**src/rtl/hazard_scoreboard.sv**
```systemverilog
// Stall / forwarding scoreboard for a 5-stage MIPS pipeline: shadows E/M/W
// destination and Tnew, derives stall and forward selects, tracks HI/LO busy.
module hazard_scoreboard #(
    parameter int unsigned REG_AW  = 5,
    parameter int unsigned TNEW_W  = 2,
    parameter int unsigned MUL_LAT = 5,
    parameter int unsigned DIV_LAT = 10,
    parameter int unsigned CNT_W   = 4
) (
    input  logic              clk,
    input  logic              reset,
    input  logic              flush,
    input  logic              d_valid,
    input  logic [REG_AW-1:0] d_rs_addr,
    input  logic [REG_AW-1:0] d_rt_addr,
    input  logic [TNEW_W-1:0] d_rs_tuse,
    input  logic [TNEW_W-1:0] d_rt_tuse,
    input  logic [REG_AW-1:0] d_wr_addr,
    input  logic [TNEW_W-1:0] d_tnew,
    input  logic              d_md_start,
    input  logic              d_md_div,
    input  logic              d_md_use,
    output logic              stall,
    output logic [1:0]        fwd_rs_d,
    output logic [1:0]        fwd_rt_d,
    output logic [1:0]        fwd_rs_e,
    output logic [1:0]        fwd_rt_e,
    output logic              fwd_rt_m,
    output logic              md_busy
);

    logic              e_valid_q, e_valid_d;
    logic [REG_AW-1:0] e_wr_q,    e_wr_d;
    logic [TNEW_W-1:0] e_tnew_q,  e_tnew_d;
    logic [REG_AW-1:0] e_rs_q,    e_rs_d;
    logic [REG_AW-1:0] e_rt_q,    e_rt_d;

    logic              m_valid_q, m_valid_d;
    logic [REG_AW-1:0] m_wr_q,    m_wr_d;
    logic [TNEW_W-1:0] m_tnew_q,  m_tnew_d;
    logic [REG_AW-1:0] m_rt_q,    m_rt_d;

    logic              w_valid_q, w_valid_d;
    logic [REG_AW-1:0] w_wr_q,    w_wr_d;

    logic [CNT_W-1:0]  md_cnt_q,  md_cnt_d;

    logic              issue;
    logic              haz_rs;
    logic              haz_rt;

    function automatic logic hit(input logic              v,
                                 input logic [REG_AW-1:0] wr,
                                 input logic [REG_AW-1:0] a);
        return v && (a != '0) && (a == wr);
    endfunction

    function automatic logic [TNEW_W-1:0] tnew_dec(input logic [TNEW_W-1:0] t);
        return (t == '0) ? '0 : t - TNEW_W'(1);
    endfunction

    // Youngest producer wins; a younger match still computing blocks older copies.
    function automatic logic [1:0] fwd_d_sel(input logic [REG_AW-1:0] a);
        logic [1:0] sel;
        sel = 2'd0;
        if (hit(e_valid_q, e_wr_q, a))
            sel = (e_tnew_q == '0) ? 2'd1 : 2'd0;
        else if (hit(m_valid_q, m_wr_q, a))
            sel = (m_tnew_q == '0) ? 2'd2 : 2'd0;
        else if (hit(w_valid_q, w_wr_q, a))
            sel = 2'd3;
        return sel;
    endfunction

    function automatic logic [1:0] fwd_e_sel(input logic [REG_AW-1:0] a);
        logic [1:0] sel;
        sel = 2'd0;
        if (hit(m_valid_q, m_wr_q, a) && (m_tnew_q == '0))
            sel = 2'd2;
        else if (hit(w_valid_q, w_wr_q, a))
            sel = 2'd3;
        return sel;
    endfunction

    always_comb begin
        haz_rs = 1'b0;
        haz_rt = 1'b0;
        if (d_rs_tuse != '1)
            haz_rs = (hit(e_valid_q, e_wr_q, d_rs_addr) && (e_tnew_q > d_rs_tuse)) ||
                     (hit(m_valid_q, m_wr_q, d_rs_addr) && (m_tnew_q > d_rs_tuse));
        if (d_rt_tuse != '1)
            haz_rt = (hit(e_valid_q, e_wr_q, d_rt_addr) && (e_tnew_q > d_rt_tuse)) ||
                     (hit(m_valid_q, m_wr_q, d_rt_addr) && (m_tnew_q > d_rt_tuse));
        md_busy  = (md_cnt_q != '0);
        stall    = d_valid && (haz_rs || haz_rt || (d_md_use && md_busy));
        fwd_rs_d = fwd_d_sel(d_rs_addr);
        fwd_rt_d = fwd_d_sel(d_rt_addr);
        fwd_rs_e = fwd_e_sel(e_rs_q);
        fwd_rt_e = fwd_e_sel(e_rt_q);
        fwd_rt_m = hit(w_valid_q, w_wr_q, m_rt_q);
    end

    // Bubbles and flushed entries clear every field so stale addresses cannot match.
    always_comb begin
        issue     = d_valid && !stall && !flush;

        e_valid_d = issue;
        e_wr_d    = issue ? d_wr_addr : '0;
        e_tnew_d  = issue ? d_tnew    : '0;
        e_rs_d    = issue ? d_rs_addr : '0;
        e_rt_d    = issue ? d_rt_addr : '0;

        m_valid_d = e_valid_q && !flush;
        m_wr_d    = flush ? '0 : e_wr_q;
        m_tnew_d  = flush ? '0 : tnew_dec(e_tnew_q);
        m_rt_d    = flush ? '0 : e_rt_q;

        w_valid_d = m_valid_q && !flush;
        w_wr_d    = flush ? '0 : m_wr_q;

        md_cnt_d  = md_cnt_q;
        if (issue && d_md_start)
            md_cnt_d = d_md_div ? CNT_W'(DIV_LAT) : CNT_W'(MUL_LAT);
        else if (md_cnt_q != '0)
            md_cnt_d = md_cnt_q - CNT_W'(1);
    end

    always_ff @(posedge clk or negedge reset) begin
        if (!reset) begin
            e_valid_q <= 1'b0;
            e_wr_q    <= '0;
            e_tnew_q  <= '0;
            e_rs_q    <= '0;
            e_rt_q    <= '0;
            m_valid_q <= 1'b0;
            m_wr_q    <= '0;
            m_tnew_q  <= '0;
            m_rt_q    <= '0;
            w_valid_q <= 1'b0;
            w_wr_q    <= '0;
            md_cnt_q  <= '0;
        end else begin
            e_valid_q <= e_valid_d;
            e_wr_q    <= e_wr_d;
            e_tnew_q  <= e_tnew_d;
            e_rs_q    <= e_rs_d;
            e_rt_q    <= e_rt_d;
            m_valid_q <= m_valid_d;
            m_wr_q    <= m_wr_d;
            m_tnew_q  <= m_tnew_d;
            m_rt_q    <= m_rt_d;
            w_valid_q <= w_valid_d;
            w_wr_q    <= w_wr_d;
            md_cnt_q  <= md_cnt_d;
        end
    end

endmodule

```
**config.mk**
```make
export PLATFORM = sky130hd
export DESIGN_NAME = hazard_scoreboard
export DESIGN_NICKNAME = d
export VERILOG_FILES = /design/src/rtl/hazard_scoreboard.sv
export SDC_FILE = /design/constraint.sdc
export NUM_CORES = 1
export LEC_CHECK = 0
export BUFFER_PORTS_ARGS = -buffer_cell sky130_fd_sc_hd__buf_2
export CORE_ASPECT_RATIO = 1.1
export CORE_MARGIN = 2
export CORE_UTILIZATION = 44
export DETAILED_ROUTE_END_ITERATION = 7
export SETUP_SLACK_MARGIN = 0.2
export SYNTH_ARGS = -nofsm -noshare
export SYNTH_HDL_FRONTEND = slang
export SYNTH_SLANG_ARGS = --single-unit
export TNS_END_PERCENT = 50
```
**constraint.sdc**
```tcl
create_clock -name clk -period 4.2 [get_ports clk]
set_input_delay 0 -clock clk [delete_from_list [all_inputs] [get_ports clk]]
set_output_delay 0 -clock clk [all_outputs]
set_load 0.02 [all_outputs]
```
==> metrics.cfg, run 1 <==
[die]
die_x_um=75.8
design.die.area_um2=6290
core_area_um2=5430
fp-row-count=28
die_h_um=83.0
start_util_pct=45.9
io_pins=39

[setup_path]
cp_data_required_time_ps=4200
worstSetupPathType=input pin to primary output
cp_slowest_stage_delay_ps=540
reg2reg_depth=8
cp_common_cell=buf_2
worstPathMaxFanout=5
startpoint_type=input pin
reg2reg_slack_ps=1930
rr_endpoint=e_wr_q[3]
crit_chain=dlygate4sd3_1, buf_2, or4_1, nor2_2, nor3_2, nor4_1, mux2_2, buf_2
reg2reg_from=e_tnew_q[0]
cp_top_family=simple AND/OR/NAND/NOR gates
critical_path_arrival_ps=2370
cp-end-kind=primary output
critPathBufInv=3
cpMaxStageDelayCell=or4_1

[layout]
final_cell_area_um2=2930
nets=327
area_growth_pct=17.5
n_antenna_cell=0
fillerInstances=500
layout-drive-gt1-share_pct=19.3
fin_cells=365

[detailed_routing]
drcViolationCount=0
drtAntennaViolNets=0
dr.pass1.iters=4
drt_wl_total_um=5320
viasPerCell=4.92
vias=1794
drtIter0Drc=84
wl_per_cell_um=14.6

[placed_design]
gp_congestion=0.846
dp.cells=347
placed_area_um2=2710
io_buffer_count=38
dp_slack_ps=1900
hpwl_um=3910

[clocking]
cts.clk_slew.worst_paths_ps=80
cts_tree=yes
cts_num_sinks=41
cts_resized=0
clockRootBuffer=clkbuf_8
cts_buffer_depth=2
cts_hold_buf=10
clk_latency_ps=290
numCtsBuffers=5
htreeDepth=2
post-cts-setup-buffers=0

[timing]
hold_viol=0
worstMarginPinSlew_ps=901
fin_crit_sh_pct=56.3
rsz0062_at_grt=no
setup_tns_ps=0
slew_headroom_pct=39.9
clock_skew_ps=5.76
timing.final.max_slew_violations=0
setup_ws_ps=1830
setup_viol=0
fmax_mhz=423
fin_crit_ps=2370

[synth]
ys_seq_area_share_pct=41.1
yosys_warnings=0
synth-seq-cells=41
ys_types=32
syn_area_um2=2490
syn_inst=248
synth_nets=286
syn_area_per_cell_um2=10.1

[power]
ir_worst_vdd_v=0.000190
total_power_w=0.00102
p_leak_nw=1.34
powerDensity_nw_per_um2=347

[run]
drv_cap=0

[run_status]
status=complete, no violations

[global_route]
grt_max_degree=42
grt.overflow.total=0
grt_pass1_vias=1884
antenna_found_initial=0
track_usage_pct=18.7
grt_pass1_wl_um=8910

[min_path]
hp-class=input pin to flop
worstHoldPathCells=2
hp-start=d_rs_addr[4]
holdPathEnd=e_rs_q[4]

-- placed cells by master (no fill, tap or decap), drive strengths merged --
cell / count
clkbuf: 6
a221oi: 4
a22oi: 2
nand2: 8
xnor2: 47
and2: 18
or2: 2
or3: 1
clkinvlp: 1
dlygate4sd3: 10
inv: 10
nor4: 8
nor3b: 2
nand3: 1
mux2i: 2
dfrtp: 41
a21o: 1
a21boi: 1
nor3: 7
nand4: 11
bufinv: 1
nor2: 10
nor2b: 21
or4: 4
a21oi: 7
mux2: 4
buf: 38
ha: 10
o21ai: 1
and3: 2
xor2: 9
-- state kept, by name (all words and copies together), names as in the netlist, 2 cells and up --
name      flops
m_wr_q        5
e_rs_q        5
m_tnew_q      2
e_rt_q        5
md_cnt_q      4
m_rt_q        5
e_wr_q        5
e_tnew_q      2
w_wr_q        5
-- area by class of cell --
cell class | instances | area (um2) | area share (%)
well taps | 75 | 93.8 | 3.20
multi-input cells | 183 | 1360 | 46.5
clock inverters | 2 | 37.5 | 1.28
repair buffers | 48 | 290 | 9.90
flip-flops and latches | 41 | 1030 | 35.0
clock buffers | 6 | 82.6 | 2.82
inverters | 10 | 37.5 | 1.28
-- kinds of logic after synthesis --
family | synth area share (%)
adder cells (fa/ha/maj) | 5.02
AND/OR/NAND/NOR | 22.5
flip-flops | 41.1
XOR/XNOR | 19.7
AO/OA/AOI/OAI | 4.91
multiplexers | 2.61
buffers and inverters | 4.21
-- per-stage QoR --
stage / hold slack, ps / util [%]
final: 12.7 / 54.0
after global routing: 14.5 / 54.0
after CTS: 0.995 / 54.0
after detailed placement: 175 / 49.9
after global placement: 174 / 49.9
after floorplan: -296 / -
-- cell usage after synthesis --
cell type,n,area [um2]
a21boi_0,1,7.51
a21o_1,1,7.51
a21oi_1,7,35.0
a221oi_1,3,26.3
a221oi_4,1,26.3
a22oi_1,2,15.0
and2_1,18,113
and3_1,2,12.5
buf_6,2,22.5
clkbuf_1,12,45.0
dfrtp_1,41,1030
ha_1,10,125
inv_1,10,37.5
mux2_2,4,45.0
mux2i_1,2,20.0
nand2_1,8,30.0
nand3_1,1,5.00
nand4_1,10,62.6
nand4_2,1,12.5
nor2_1,9,33.8
nor2_2,1,6.26
nor2b_1,21,131
nor3_1,6,30.0
nor3_2,1,10.0
nor3b_1,2,15.0
nor4_1,8,50.1
o21ai_0,1,5.00
or2_2,2,12.5
or3_1,1,6.26
or4_1,4,30.0
xnor2_1,47,412
xor2_1,9,78.8
-- worst max path at each step --
stage,from,endpoint,slack [ps],depth (start not counted)
floorplan,e_tnew_q[0],e_rs_q[0],2230,10
global placement,e_tnew_q[0],e_rt_q[1],1910,8
detailed placement,e_tnew_q[0],e_rs_q[0],1900,8
CTS,d_rt_addr[2],fwd_rt_d[0],1830,8
global route,d_rt_addr[2],fwd_rt_d[0],1670,8
finish,d_rt_addr[2],fwd_rt_d[0],1830,8
-- worst reg2reg max path, stage by stage (launching register included) --
cell	delay [ps]
dfrtp_1	400
inv_1	120
ha_1	240
a22oi_1	140
o21ai_0	140
nor4_1	470
a221oi_4	70
and3_1	340
and2_1	240
-- report_power, final --
part,switching (W),leakage [nW],internal (W)
clock network,0.000135,0.0574,0.000193
registers,0.0000312,0.557,0.000428
logic,0.000112,0.729,0.000118
total,0.000278,1.34,0.000739
-- per-layer routing --
layer	vias up	track usage, %	part of all wire (%)
met5	-	0	0
met4	0	3.83	1.1
met3	6	3.40	3.0
met2	30	32.1	51
met1	852	24.2	45
li1	906	-	-
No activity file was read; power rests on OpenSTA's default activity.
==> run 2: changes to the inputs <==
--- a/config.mk
+++ b/config.mk
@@ -10,6 +10,7 @@
 export CORE_MARGIN = 2
 export CORE_UTILIZATION = 44
 export DETAILED_ROUTE_END_ITERATION = 7
+export PLACE_DENSITY = 0.67
 export SETUP_SLACK_MARGIN = 0.2
 export SYNTH_ARGS = -nofsm -noshare
 export SYNTH_HDL_FRONTEND = slang
==> constraint.sdc (replaced) <==
create_clock -name clk -period 2.1 [get_ports clk]
set_input_delay 0 -clock clk [delete_from_list [all_inputs] [get_ports clk]]
set_output_delay 0 -clock clk [all_outputs]
set_load 0.02 [all_outputs]
==> metrics.cfg, run 2 (synthesized netlist as in run 1, its figures left out) <==
[clocking]
cts_tree=yes
clk_latency_ps=300  ; about the same
cts_buffer_depth=2  ; unchanged
cts.clk_slew.worst_paths_ps=80  ; about the same
htreeDepth=2  ; unchanged
clockRootBuffer=clkbuf_8
cts_num_sinks=41  ; unchanged
numCtsBuffers=5  ; unchanged

[setup_path]
worstSetupPathType=flop to flop
critPathBufInv=2  ; -1
startpoint_type=flop
rr_endpoint=e_rs_q[1]
cpMaxStageDelayCell=dfrtp_2
cp_top_family=simple AND/OR/NAND/NOR gates
reg2reg_depth=8  ; unchanged
critical_path_arrival_ps=2170  ; -200 ps
worstPathMaxFanout=5  ; unchanged
reg2reg_slack_ps=160  ; -1770 ps
cp_data_required_time_ps=2340  ; -1860 ps
crit_chain=xnor2_2, nand4_1, nor3_4, buf_6, a221oi_4, and3_4, clkbuf_16, and2_1
cp_slowest_stage_delay_ps=470  ; -70 ps
reg2reg_from=m_wr_q[1]
cp-end-kind=flop

[global_route]
grt_pass1_wl_um=9070  ; +1.9%
antenna_found_initial=0  ; unchanged
track_usage_pct=19.1  ; +0.32 points
grt.overflow.total=0  ; unchanged
grt_max_degree=42  ; unchanged
grt_pass1_vias=1920  ; +1.9%

[power]
ir_worst_vdd_v=0.000447  ; +140%
p_leak_nw=1.49  ; +11%
powerDensity_nw_per_um2=668  ; +92%

[layout]
area_growth_pct=33.9
final_common_cell=xnor2_1
final_cell_mix=xnor2_1, dfrtp_1, buf_2
final_cell_area_um2=3340  ; +14%
layout-drive-gt1-share_pct=34.7  ; +15 points
n_antenna_cell=0  ; unchanged
nets=345  ; +5.5%

[timing]
rsz0062_at_grt=yes
setup_viol=0  ; unchanged
hold_viol=0  ; unchanged
slew_headroom_pct=40.0  ; +0.085 points
fmax_mhz=517
setup_tns_ps=0  ; unchanged
timing.final.max_slew_violations=0  ; unchanged
fin_crit_ps=1940
clock_skew_ps=8.85  ; +3.10 ps
worstMarginPinSlew_ps=900  ; -1.27 ps
fin_crit_sh_pct=92.2

[placed_design]
io_buffer_count=38  ; unchanged
hpwl_um=3800  ; -2.8%
placed_area_um2=2750  ; +1.2%
gp_congestion=0.845  ; about the same

[die]
start_util_pct=45.9  ; unchanged
design.die.area_um2=6290  ; unchanged
core_area_um2=5430  ; unchanged
die_x_um=75.8  ; unchanged
fp-row-count=28  ; unchanged
io_pins=39  ; unchanged
die_h_um=83.0  ; unchanged

[detailed_routing]
drtAntennaViolNets=0  ; unchanged
drcViolationCount=0  ; unchanged
dr.pass1.iters=4  ; unchanged
wl_per_cell_um=15.6  ; +7.4%
vias=1903  ; +6.1%
drt_wl_total_um=5990  ; +13%
viasPerCell=4.97  ; +1.1%
drtIter0Drc=113  ; +35%

[min_path]
holdPathEnd=e_rt_q[2]
worstHoldPathCells=2  ; unchanged
hp-class=input pin to flop
hp-start=d_rt_addr[2]

[run_status]
status=complete, no violations

[run]
drv_cap=0  ; unchanged

==> run 2: final cells by class <==
cell class                 instances  area [um2]
fill                             430        2090
timing repair buffer              66         492
inverter                          10        37.5
sequential                        41        1030
clock buffer                       5        68.8
clock inverter                     3        65.1
multi-input combinational        183        1550
tap                               75        93.8
==> run 2: report_power, final <==
group / total, W / internal, W / switching (W)
Sequential: 0.000920 / 0.000858 / 0.0000624
Clock: 0.000745 / 0.000472 / 0.000273
Combinational: 0.000566 / 0.000295 / 0.000271
==> run 2: how the worst max path moves through the flow <==
stage | to | depth (start not counted) | startpoint | slack, ps
3_5_place_dp | md_cnt_q[3] | 7 | e_tnew_q[1] | 100
5_1_grt | fwd_rt_e[1] | 5 | e_rt_q[1] | 50
2_1_floorplan | e_rs_q[0] | 10 | e_tnew_q[0] | 220
3_3_place_gp | md_cnt_q[3] | 7 | e_tnew_q[1] | 140
4_1_cts | e_rs_q[2] | 7 | m_tnew_q[1] | 140
6_report | e_rs_q[1] | 8 | m_wr_q[1] | 160
==> run 2: layer usage <==
layer	GRT usage, %	part of all wire (%)	wire, um
met1	23.9	41	2470
met3	3.76	4.1	246
met5	0	0	0
met2	32.2	53	3160
met4	5.90	2.0	118
==> run 2: what timing repair did <==
| action | CTS | global route |
|---|---|---|
| endpoints found under the hold margin | 54 | 0 |
| buffers inserted | 2 | 10 |
| resized for setup | 14 | 32 |
| hold buffers | 11 | 0 |
| gates cloned | 0 | 3 |
| setup endpoints to repair | 26 | 29 |
| pin swaps | 3 | 16 |
==> run 2: per-stage QoR <==
step	hold WS [ps]	power (W)	setup WS (ps)	util, %	cells
after global routing	-0.0230	0.00237	47.9	61.5	383
after CTS	4.22	0.00217	140	56.2	370
after floorplan	-296	0.00126	225	-	248
final	5.94	0.00223	164	61.5	383
after detailed placement	176	0.00140	99.6	50.6	349
after global placement	171	0.00139	143	50.6	349
==> run 2: worst register-to-register path: stages (launching register included) <==
cell and delay, ps:
dfrtp_2 470, xnor2_2 160, nand4_1 150, nor3_4 70, buf_6 130, a221oi_4 320
and3_4 320, clkbuf_16 160, and2_1 110
==> run 3: changes to the inputs <==
--- a/config.mk
+++ b/config.mk
@@ -9,9 +9,10 @@
 export CORE_ASPECT_RATIO = 1.1
 export CORE_MARGIN = 2
 export CORE_UTILIZATION = 44
+export CTS_CLUSTER_SIZE = 12
 export DETAILED_ROUTE_END_ITERATION = 7
-export PLACE_DENSITY = 0.67
 export SETUP_SLACK_MARGIN = 0.2
+export SLEW_MARGIN = 20
 export SYNTH_ARGS = -nofsm -noshare
 export SYNTH_HDL_FRONTEND = slang
 export SYNTH_SLANG_ARGS = --single-unit
==> constraint.sdc (replaced) <==
create_clock -name clk -period 2.3 [get_ports clk]
set_input_delay 0 -clock clk [delete_from_list [all_inputs] [get_ports clk]]
set_output_delay 0 -clock clk [all_outputs]
set_load 0.02 [all_outputs]
==> metrics.cfg, run 3 (synthesized netlist as in run 1, its figures left out) <==
[global_route]
grt_pass1_vias=1832  ; -4.6%
grt_max_degree=42  ; unchanged
antenna_found_initial=0  ; unchanged
grt_pass1_wl_um=8960  ; -1.3%
grt.overflow.total=0  ; unchanged
track_usage_pct=19.3  ; +0.25 points

[die]
design.die.area_um2=6290  ; unchanged
io_pins=39  ; unchanged
die_x_um=75.8  ; unchanged
fp-row-count=28  ; unchanged
core_area_um2=5430  ; unchanged
start_util_pct=45.9  ; unchanged
die_h_um=83.0  ; unchanged

[placed_design]
gp_congestion=0.840  ; -0.60%
io_buffer_count=38  ; unchanged
placed_area_um2=2730  ; -0.68%
hpwl_um=3980  ; +4.9%

[detailed_routing]
drtAntennaViolNets=0  ; unchanged
drt_wl_total_um=5380  ; -10%
viasPerCell=4.96  ; about the same
drtIter0Drc=87  ; -23%
vias=1822  ; -4.3%
drcViolationCount=0  ; unchanged
wl_per_cell_um=14.7  ; -6.3%
dr.pass1.iters=4  ; unchanged

[layout]
finish.utilization_pct=54.4  ; -7.1 points
area_growth_pct=18.4
final_cell_area_um2=2950  ; -12%
fillerInstances=503  ; +17%
final_common_cell=xnor2_1
layout-drive-gt1-share_pct=20.2  ; -15 points
n_antenna_cell=0  ; unchanged
final_cell_mix=xnor2_1, dfrtp_1, buf_2
nets=329  ; -4.6%

[clocking]
cts.clk_slew.worst_paths_ps=80  ; about the same
clockRootBuffer=clkbuf_8
cts_buffer_depth=2  ; unchanged
cts_tree=yes
clk_latency_ps=290  ; about the same
post-cts-setup-buffers=0  ; -2
htreeDepth=2  ; unchanged
numCtsBuffers=5  ; unchanged
cts_num_sinks=41  ; unchanged

[timing]
slew_headroom_pct=42.1  ; +2.1 points
hold_viol=0  ; unchanged
fin_crit_sh_pct=88.4
setup_viol=0  ; unchanged
timing.final.max_slew_violations=0  ; unchanged
clock_skew_ps=10.6  ; +1.72 ps
fmax_mhz=492
worstMarginPinSlew_ps=868  ; -31.3 ps
setup_tns_ps=0  ; unchanged
rsz0062_at_grt=yes
fin_crit_ps=2030

[run]
drv_cap=0  ; unchanged

[min_path]
hp-start=d_rs_addr[1]
hp-class=input pin to flop
worstHoldPathCells=2  ; unchanged
holdPathEnd=e_rs_q[1]

[setup_path]
worstPathMaxFanout=5  ; unchanged
reg2reg_slack_ps=290  ; +130 ps
cp-end-kind=primary output
reg2reg_from=e_tnew_q[1]
critical_path_arrival_ps=2030  ; -140 ps
reg2reg_depth=7  ; -1
worstSetupPathType=flop to primary output
cp_data_required_time_ps=2300  ; -40 ps
rr_endpoint=md_cnt_q[1]
startpoint_type=flop

[power]
clkPwrFrac_pct=31.8  ; -1.6 points
ir_worst_vdd_v=0.000415  ; -7.2%
seq_power_share_pct=45.0  ; +3.8 points
p_switching_w=0.000511  ; -16%
p_int_w=0.00135  ; -17%
power_frac_comb_pct=23.2  ; -2.2 points
switching_share_pct=27.4  ; +0.21 points
powerDensity_nw_per_um2=632  ; -5.4%
p_leak_nw=1.36  ; -8.9%

[run_status]
status=complete, no violations

run 3: cell count changes in the layout (fill, tap and decap cells not counted), sizes merged:
cell | previous run | this run
buf | 53 | 40
bufinv | 2 | 1
clkinv | 1 | 0
dlygate4sd3 | 11 | 10
run 3: timing repair:
item / 4_1_cts / 5_1_grt
hold endpoints to repair: 53 / 0
resized for setup: 0 / 2
setup endpoints to repair: 0 / 22
hold buffers: 10 / 0
run 3: metal layers:
layer	GRT usage, %	vias up	wire length [um]
met5	0	-	0
met4	5.42	0	43
met3	5.10	4	181
met2	30.2	29	2760
met1	26.1	877	2390
li1	-	912	-
run 3: power by group through the flow:
stage               sequential, W  combinational, W  clock (W)
CTS                      0.000841          0.000441   0.000610
finish                   0.000839          0.000434   0.000594
detailed placement       0.000855          0.000425          0
floorplan                0.000832          0.000319          0
global route             0.000850          0.000491   0.000645
global placement         0.000854          0.000412          0
run 3: worst max path at each step:
| stage | start | to | cells past startpoint |
|---|---|---|---|
| floorplan | e_tnew_q[0] | e_rs_q[0] | 10 |
| global placement | e_tnew_q[0] | md_cnt_q[3] | 8 |
| detailed placement | e_tnew_q[0] | md_cnt_q[1] | 8 |
| CTS | e_tnew_q[0] | stall | 8 |
| global route | e_tnew_q[1] | md_cnt_q[1] | 7 |
| finish | m_wr_q[3] | fwd_rt_d[0] | 6 |
run 3: metrics by stage:
stage	instances	total power (W)	hold WS (ps)	worst slack, ps
2_1_floorplan	248	0.00115	-296	334
3_3_place_gp	349	0.00127	179	299
3_5_place_dp	349	0.00128	178	252
4_1_cts	367	0.00189	0.890	217
5_1_grt	367	0.00199	10.2	173
6_report	367	0.00187	13.9	266
run 3: worst max-delay path: stages, from the launching register on:
cell and delay (ps):
dfrtp_1 480, xnor2_1 170, nand4_1 110, nor3_2 80, nor4_1 470, mux2_2 260, buf_2 160
run 3: cell type report:
| type | count | area [um2] | share of cell area, % |
|---|---|---|---|
| well taps | 75 | 93.8 | 3.18 |
| clock buffers | 7 | 86.3 | 2.92 |
| repair buffers | 50 | 305 | 10.3 |
| multi-input cells | 183 | 1380 | 46.5 |
| inverters | 10 | 37.5 | 1.27 |
| flip-flops and latches | 41 | 1030 | 34.7 |
| clock inverters | 1 | 30.0 | 1.02 |
